`src/rtl/multicycle_main_control_pkg.sv`:
```
// Shared definitions for the multicycle main control unit: state encoding,
// opcodes, ALU/mux select codes and the packed control word.
// Optional feature: MULTICYCLE_ADDI_EN adds the ADDI_EXEC/ADDI_WB states.
package multicycle_main_control_pkg;

  // Opcodes, taken from IR[31:26]
  localparam logic [5:0] OP_RTYPE = 6'b000000;
  localparam logic [5:0] OP_LW    = 6'b100011;
  localparam logic [5:0] OP_SW    = 6'b101011;
  localparam logic [5:0] OP_BEQ   = 6'b000100;
  localparam logic [5:0] OP_J     = 6'b000010;
  localparam logic [5:0] OP_ADDI  = 6'b001000;

  // alu_op codes consumed by the ALU control decoder
  localparam logic [1:0] ALUOP_ADD   = 2'b00;
  localparam logic [1:0] ALUOP_SUB   = 2'b01;
  localparam logic [1:0] ALUOP_FUNCT = 2'b10;

  // alu_src_b selects
  localparam logic [1:0] ALUSRCB_B      = 2'b00;
  localparam logic [1:0] ALUSRCB_FOUR   = 2'b01;
  localparam logic [1:0] ALUSRCB_IMM    = 2'b10;
  localparam logic [1:0] ALUSRCB_IMM_SH = 2'b11;

  // pc_source selects
  localparam logic [1:0] PCSRC_ALU    = 2'b00;
  localparam logic [1:0] PCSRC_ALUOUT = 2'b01;
  localparam logic [1:0] PCSRC_JUMP   = 2'b10;

  // 4-bit state encoding; codes 13-15 are never entered
  typedef enum logic [3:0] {
    StFetch    = 4'd0,
    StDecode   = 4'd1,
    StMemAddr  = 4'd2,
    StMemRead  = 4'd3,
    StMemWb    = 4'd4,
    StMemWrite = 4'd5,
    StExecute  = 4'd6,
    StRWb      = 4'd7,
    StBranch   = 4'd8,
    StJump     = 4'd9,
    StIllegal  = 4'd10,
    StAddiExec = 4'd11,
    StAddiWb   = 4'd12
  } state_e;

  // Full datapath control word driven for one state
  typedef struct packed {
    logic       pc_write;
    logic       pc_write_cond;
    logic       i_or_d;
    logic       mem_read;
    logic       mem_write;
    logic       ir_write;
    logic       mem_to_reg;
    logic       reg_dst;
    logic       reg_write;
    logic       alu_src_a;
    logic [1:0] alu_src_b;
    logic [1:0] alu_op;
    logic [1:0] pc_source;
    logic       illegal_op;
  } ctrl_t;

endpackage

```
`src/rtl/multicycle_main_control_decode.sv`:
```
// Combinational state -> control word decoder (Moore outputs).
// Optional feature: MULTICYCLE_ADDI_EN decodes the ADDI states; otherwise
// those codes fall into the all-zero default like any unused state.
module mc_control_decode
  import multicycle_main_control_pkg::*;
(
  input  logic [3:0] state_i,
  output ctrl_t      ctrl_o
);

  // Every field defaults to 0; each state raises only what it needs
  always_comb begin
    ctrl_o = '0;
    case (state_i)
      StFetch: begin
        ctrl_o.mem_read  = 1'b1;
        ctrl_o.ir_write  = 1'b1;
        ctrl_o.alu_src_b = ALUSRCB_FOUR;
        ctrl_o.alu_op    = ALUOP_ADD;
        ctrl_o.pc_write  = 1'b1;
        ctrl_o.pc_source = PCSRC_ALU;
      end
      StDecode: begin
        // Branch target precompute into ALUOut
        ctrl_o.alu_src_b = ALUSRCB_IMM_SH;
        ctrl_o.alu_op    = ALUOP_ADD;
      end
      StMemAddr: begin
        ctrl_o.alu_src_a = 1'b1;
        ctrl_o.alu_src_b = ALUSRCB_IMM;
        ctrl_o.alu_op    = ALUOP_ADD;
      end
      StMemRead: begin
        ctrl_o.mem_read = 1'b1;
        ctrl_o.i_or_d   = 1'b1;
      end
      StMemWb: begin
        ctrl_o.reg_write  = 1'b1;
        ctrl_o.mem_to_reg = 1'b1;
      end
      StMemWrite: begin
        ctrl_o.mem_write = 1'b1;
        ctrl_o.i_or_d    = 1'b1;
      end
      StExecute: begin
        ctrl_o.alu_src_a = 1'b1;
        ctrl_o.alu_src_b = ALUSRCB_B;
        ctrl_o.alu_op    = ALUOP_FUNCT;
      end
      StRWb: begin
        ctrl_o.reg_write = 1'b1;
        ctrl_o.reg_dst   = 1'b1;
      end
      StBranch: begin
        ctrl_o.alu_src_a     = 1'b1;
        ctrl_o.alu_src_b     = ALUSRCB_B;
        ctrl_o.alu_op        = ALUOP_SUB;
        ctrl_o.pc_write_cond = 1'b1;
        ctrl_o.pc_source     = PCSRC_ALUOUT;
      end
      StJump: begin
        ctrl_o.pc_write  = 1'b1;
        ctrl_o.pc_source = PCSRC_JUMP;
      end
      StIllegal: begin
        ctrl_o.illegal_op = 1'b1;
      end
`ifdef MULTICYCLE_ADDI_EN
      StAddiExec: begin
        ctrl_o.alu_src_a = 1'b1;
        ctrl_o.alu_src_b = ALUSRCB_IMM;
        ctrl_o.alu_op    = ALUOP_ADD;
      end
      StAddiWb: begin
        ctrl_o.reg_write = 1'b1;
      end
`endif
      default: ctrl_o = '0;
    endcase
  end

endmodule

```
`src/rtl/multicycle_main_control.sv`:
```
// Moore main control FSM for the multicycle MIPS-subset datapath.
// Holds the state register, the opcode latched at DECODE exit and the
// next-state logic; outputs are decoded from state alone.
// Optional feature: MULTICYCLE_ADDI_EN enables the ADDI path (opcode 001000).
module multicycle_main_control
  import multicycle_main_control_pkg::*;
(
  input  logic       clk,
  input  logic       rst_n,
  input  logic [5:0] opcode,
  output logic       pc_write,
  output logic       pc_write_cond,
  output logic       i_or_d,
  output logic       mem_read,
  output logic       mem_write,
  output logic       ir_write,
  output logic       mem_to_reg,
  output logic       reg_dst,
  output logic       reg_write,
  output logic       alu_src_a,
  output logic [1:0] alu_src_b,
  output logic [1:0] alu_op,
  output logic [1:0] pc_source,
  output logic       illegal_op,
  output logic [3:0] state
);

  state_e     state_q, state_d;
  logic [5:0] opcode_q;
  ctrl_t      ctrl;

  // Next state; MEM_ADDR looks at the latched opcode since IR may have moved on
  always_comb begin
    state_d = StFetch;
    case (state_q)
      StFetch:  state_d = StDecode;
      StDecode: begin
        case (opcode)
          OP_LW, OP_SW: state_d = StMemAddr;
          OP_RTYPE:     state_d = StExecute;
          OP_BEQ:       state_d = StBranch;
          OP_J:         state_d = StJump;
`ifdef MULTICYCLE_ADDI_EN
          OP_ADDI:      state_d = StAddiExec;
`endif
          default:      state_d = StIllegal;
        endcase
      end
      StMemAddr: state_d = (opcode_q == OP_LW) ? StMemRead : StMemWrite;
      StMemRead: state_d = StMemWb;
      StExecute: state_d = StRWb;
`ifdef MULTICYCLE_ADDI_EN
      StAddiExec: state_d = StAddiWb;
`endif
      // MEM_WB, MEM_WRITE, R_WB, BRANCH, JUMP, ILLEGAL and unused codes
      default:   state_d = StFetch;
    endcase
  end

  // State register and opcode latch; reset aborts any instruction in flight
  always_ff @(posedge clk or negedge rst_n) begin
    if (!rst_n) begin
      state_q  <= StFetch;
      opcode_q <= '0;
    end else begin
      state_q <= state_d;
      if (state_q == StDecode) begin
        opcode_q <= opcode;
      end
    end
  end

  mc_control_decode u_decode (
    .state_i (state_q),
    .ctrl_o  (ctrl)
  );

  assign pc_write      = ctrl.pc_write;
  assign pc_write_cond = ctrl.pc_write_cond;
  assign i_or_d        = ctrl.i_or_d;
  assign mem_read      = ctrl.mem_read;
  assign mem_write     = ctrl.mem_write;
  assign ir_write      = ctrl.ir_write;
  assign mem_to_reg    = ctrl.mem_to_reg;
  assign reg_dst       = ctrl.reg_dst;
  assign reg_write     = ctrl.reg_write;
  assign alu_src_a     = ctrl.alu_src_a;
  assign alu_src_b     = ctrl.alu_src_b;
  assign alu_op        = ctrl.alu_op;
  assign pc_source     = ctrl.pc_source;
  assign illegal_op    = ctrl.illegal_op;
  assign state         = state_q;

endmodule

```
`config.mk`:
```
export PLATFORM = sky130hd
export DESIGN_NAME = multicycle_main_control
export DESIGN_NICKNAME = d
export VERILOG_FILES = /design/src/rtl/multicycle_main_control_pkg.sv /design/src/rtl/multicycle_main_control_decode.sv /design/src/rtl/multicycle_main_control.sv
export SDC_FILE = /design/constraint.sdc
export NUM_CORES = 1
export LEC_CHECK = 0
export CAP_MARGIN = 20
export CORE_UTILIZATION = 33
export DETAILED_ROUTE_END_ITERATION = 8
export GPL_TIMING_DRIVEN = 0
export PLACE_DENSITY = 0.66
export SYNTH_ARGS = -nofsm -noshare
export SYNTH_HDL_FRONTEND = slang
export SYNTH_SLANG_ARGS = --single-unit
export TNS_END_PERCENT = 30
```
`constraint.sdc`:
```
create_clock -name clk -period 1.4 [get_ports clk]
set_input_delay 0.28 -clock clk [delete_from_list [all_inputs] [get_ports clk]]
set_output_delay 0.28 -clock clk [all_outputs]
set_load 0.05 [all_outputs]
```
==> results.cfg, run 1 <==
[drt]
avgRoutedWirePerCell_um = 14.6
drt.antenna.violating_nets = 0
first_pass_iters = 4
detailroute.via_count = 723
drt-total-wl_um = 2040
drtIter0Drc = 10
detailed_route_vias_per_instance = 5.16
remaining_drc_errors = 0

[sta]
finalSetupViolations = 27
tightestPinTransition_ns = 0.481
timing_hold_violations_final = 0
max-slew-margin-rel = 0.681
totalNegativeSetupSlack_ns = -5.38
grt_setup_unrepaired = yes
slew_violations = 0
max_freq_ghz = 0.573
finalCritPeriodShare = 1.25
period_minus_slack_ns = 1.75
worst_slack_ns = -0.346
timing.clock.skew_ns = 0.00203

[clocking]
cts.sink_count = 10
numCtsBuffers = 3
worst_skew_pair.late_latency_ns = 0.26
total_number_of_h_tree_levels = 1
tritoncts = built
max-clock-path-buffers = 2
clk_root_buffer_cell = clkbuf_4
clk_pin_slew_worst_paths_ns = 0.07
number_of_buffers_added_to_fix_hold_violations_after_cts = 0

[final_layout]
finalNetCount = 124
drive_gt1_frac = 0.704
area_delta_synth_final_pct = 112
diodes = 0

[place]
dp.final_hpwl_um = 1310
port_buffers = 28
finalWeightedCongestion = 0.841

[global_routing]
grt.met3_usage = 0.0118
gr-total-overflow = 0
first_global_vias = 691
number_of_antenna_violations_at_the_first_check_in_global_routing = 0
grt_most_used_layer = met2
grt_util_all_layers = 0.199
largest_net_degree_at_the_start_of_global_routing = 11
met1_usage = 0.234
grt_pass1_wl_um = 3020
use_met2 = 0.364

[yosys]
synth-edff-count = 0
mapped_nets = 76
synth-seq-area-share = 0.382
synth_most_common_cell = dfrtp_1
synth.cell_area_um2 = 656
yosys-top-cells-area = dfrtp_1 38%, mux2_2 12%, nor3_1 5.3%, nor2_1 5.2%, nand2b_1 2.9%
post_synthesis_cell_type_count = 30
post-synth-top-area-fraction = 0.382
synth_seq_cells = 10
synth_flop_cell = dfrtp_1
async_set_or_reset_flop_fraction_in_the_synthesized_netlist = 1.00
yosys_warnings = 0
synthDominantAreaCellType = dfrtp_1
synthTopCellsByCount = 10 x dfrtp_1, 9 x nor2_1, 7 x mux2_2, 7 x nor3_1
synth.avg_cell_area_um2 = 9.64
post_synth_inst_count = 68

[worst_setup_path]
max_stage_delay_ns = 0.50
critPathArrivalTime_ns = 1.47
timing.rr.start = state[3]
series_of_cell_instances_along_the_critical_path = clkbuf_16 > mux2_4 > nor2_4 > buf_8
required_ns = 1.12
worst-r2r-setup-slack_ns = -0.18
worst_r2r_endpoint = opcode_q[2]
worst_r2r_path_depth = 4
worst-setup-path-type = reg2out
crit_path_start_kind = register
cpMaxStageDelayCell = dfrtp_4
end_kind = output pin
worstPathMaxFanout = 7

[die]
placement_rows = 15
die_width_um = 46.6
start_util = 0.364
die_h_um = 46.6
pin_count = 29
core_area_um2 = 1800
total_die_area_um2 = 2170

[worst_hold_path]
min_path_type = in2async

[flow_run]
drv_cap = 0

[outcome]
run_status = complete, but fails checks
failed_checks = negative setup slack
## routing by layer
layer	wire length, µm	up-vias	part of all wire
met5	0	-	0
met4	39	0	0.019
met3	52	8	0.025
met2	1150	25	0.56
met1	797	349	0.39
li1	-	341	-
## flip-flops by register name, indices dropped and copies added (netlist names)
register / cells
state: 4
opcode_q: 6
## per-stage QoR
| stage | cells | instance area, µm² | util | hold WS [ns] | worst slack (ns) |
|---|---|---|---|---|---|
| 3_5_place_dp | 121 | 1160 | 0.642 | 0.496 | -0.749 |
| 3_3_place_gp | 121 | 1160 | 0.642 | 0.492 | -0.742 |
| 2_1_floorplan | 68 | 846 | - | -0.0156 | -0.361 |
| 4_1_cts | 138 | 1360 | 0.753 | 0.341 | -0.354 |
| 6_report | 140 | 1390 | 0.772 | 0.329 | -0.346 |
| 5_1_grt | 140 | 1390 | 0.772 | 0.362 | -0.385 |
## layout make-up
type / instances / area [µm²]
Buffer: 5 / 78.8
Clock buffer: 4 / 36.3
Fill cell: 134 / 412
Inverter: 3 / 11.3
Multi-Input combinational cell: 50 / 543
Sequential cell: 10 / 260
Tap cell: 25 / 31.3
Timing Repair Buffer: 43 / 429
## worst max-delay path, delay by kind of cell (launching register included)
kind	cells	cell delay, ns
muxes	1	0.28
and+or+nand+nor	1	0.10
DFF	1	0.50
buffers and inverters	2	0.32
## placed cells by master, fill, tap and decap left out, drive strengths merged, types with 2 or more instances in the layout
cell,Yosys,routed
dfrtp,10,10
inv,3,3
clkdlybuf4s15,0,2
nor2,9,9
buf,4,37
nand2,2,2
clkbuf,1,5
nand4,2,2
nor3,8,8
xor2,2,2
clkdlybuf4s50,0,7
nand2b,4,4
mux2,7,7
## how the worst max path moves through the flow
| stage | start | cells past startpoint | slack, ns | to |
|---|---|---|---|---|
| 2_1_floorplan | state[2] | 3 | -0.36 | pc_source[0] |
| 3_3_place_gp | state[3] | 4 | -0.74 | pc_write |
| 3_5_place_dp | state[3] | 4 | -0.75 | pc_write |
| 4_1_cts | state[3] | 4 | -0.35 | alu_src_a |
| 5_1_grt | state[3] | 4 | -0.38 | alu_src_a |
| 6_report | state[3] | 4 | -0.35 | alu_src_a |
## kinds of logic (layout without fill, tap and decap cells)
kind of cell,count (synthesis),count (layout),share of synthesized area
compound gates,8,8,0.107
mux,7,7,0.120
flops,10,10,0.382
simple gates,32,32,0.294
buf+inv,8,55,0.0572
xor+xnor,3,3,0.0401
## what timing repair did
item | CTS | global route
gates resized for setup | 134 | 13
setup buffers | 13 | 2
pin swaps | 8 | 3
setup endpoints to repair | 29 | 31
Power of run 1 is left out: the tool's default activity adds up to more than one toggle a clock period on the data nets, which glitch-free logic cannot reach.
==> run 2, diff against run 1 <==
Settings changed: CORE_ASPECT_RATIO set to 1.4, CORE_MARGIN set to 2.
Clock period 1.4 ns to 2.2 ns, I/O delays scaled along.
==> run 2 against run 1 <==
  * The run now ends clean
  * Utilization decreased by 25 points
  * Final area decreased by 27%
  * First-iteration DRC count fell by 20%
==> results.cfg, run 2 (synthesis results as in run 1) <==
[die]
core_area_um2 = 1930
start_util = 0.340
total_die_area_um2 = 2360
pin_count = 29
die_width_um = 41.7
placement_rows = 19
die_h_um = 56.7

[sta]
max_freq_ghz = 0.466
slew_violations = 0
smallest_hold_slack_ns = 0.492
finalSetupViolations = 0
tightestPinTransition_ns = 0.501
timing_hold_violations_final = 0
timing.clock.skew_ns = 0.000297
grt_setup_unrepaired = yes
totalNegativeSetupSlack_ns = 0
period_minus_slack_ns = 2.15
max-slew-margin-rel = 0.665
finalCritPeriodShare = 0.976

[drt]
drt-total-wl_um = 1630
wl_met2_um = 825
drt.antenna.violating_nets = 0
wl_met3_um = 119
detailroute.via_count = 639
remaining_drc_errors = 0
avgRoutedWirePerCell_um = 13.6
met1Wirelength_um = 640
detailed_route_vias_per_instance = 5.33
highest_layer = met4
first_pass_iters = 4
drtIter0Drc = 8

[flow_run]
drv_cap = 0

[final_layout]
layout.cells.most_common = clkdlybuf4s50_1
layout_common_cells = 11 x clkdlybuf4s50_1, 10 x dfrtp_1, 9 x nor2_1, 7 x mux2_2
multi_input_area_um2 = 407
area_delta_synth_final_pct = 53.8
diodes = 0
layout.area.seq_um2 = 250
final.fill_count = 195
drive_gt1_frac = 0.343
final_design_area_no_fill_um2 = 1010
fin_cells = 120
finalNetCount = 109
largest_register_ff_count = 6
top_register = opcode_q

[clocking]
tritoncts = built
numCtsBuffers = 3
clk_root_buffer_cell = clkbuf_4
max-clock-path-buffers = 2
worst_skew_pair.late_latency_ns = 0.26
total_number_of_h_tree_levels = 1
cts.sink_count = 10
cts.repair_timing.setup_buffer_count = 0
clk_pin_slew_worst_paths_ns = 0.06

[global_routing]
first_global_vias = 603
largest_net_degree_at_the_start_of_global_routing = 11
number_of_antenna_violations_at_the_first_check_in_global_routing = 0
grt_pass1_wl_um = 2590
gr-total-overflow = 0
grt_util_all_layers = 0.142

[worst_setup_path]
crit_buf_inv = 2
crit_path_start_kind = register
worst-setup-path-type = reg2out
end_kind = output pin
critical_path.top_delay_family = buffers and inverters
max_stage_delay_ns = 0.55
critPathArrivalTime_ns = 1.71
required_ns = 1.76
cpMaxStageDelayCell = dlygate4sd2_1
worstPathMaxFanout = 10
series_of_cell_instances_along_the_critical_path = clkbuf_4 > nor3_1 > dlygate4sd2_1

[place]
dp.cells = 117
placed_cell_area_um2 = 1000
port_buffers = 28
dp.final_hpwl_um = 1260
finalWeightedCongestion = 0.853

[worst_hold_path]
min_path_type = in2async

[outcome]
run_status = complete, no violations
[run 2: cell type report]
type                    count  share of cell area
plain buffers               5              0.0347
repair buffers             28               0.254
well taps                  21              0.0261
flip-flops and latches     10               0.248
clock buffers               3              0.0223
inverters                   3              0.0112
multi-input cells          50               0.403
[run 2: worst paths after layout]
kind / start / end / slack, ns / depth (start not counted)
worst min-delay path: rst_n / opcode_q[1] / 0.49 / 1
worst max register to register: state[1] / opcode_q[0] / 0.76 / 3
max in group asynchronous: rst_n / state[3] / 1.40 / 1
worst max-delay path: state[0] / mem_to_reg / 0.05 / 3
min in group clk: opcode_q[2] / opcode_q[2] / 0.51 / 1
worst min register to register: opcode_q[2] / opcode_q[2] / 0.51 / 1
[run 2: what timing repair did]
| item | CTS | global route |
|---|---|---|
| endpoints found under the setup margin | 17 | 7 |
| resized for setup | 37 | 12 |
| hold buffers | 0 | 0 |
[run 2: layer usage]
metal,track usage,vias to the layer above
li1,-,314
met1,0.145,286
met2,0.257,33
met3,0.0225,6
met4,0.0968,0
met5,0,-
[run 2: through the flow]
stage          utilization  worst slack (ns)
2_1_floorplan            -            -0.371
5_1_grt              0.524           -0.0140
3_5_place_dp         0.520            -0.272
3_3_place_gp         0.520            -0.247
4_1_cts              0.527           0.00175
6_report             0.524            0.0524
Power of run 2 is left out for the same reason.
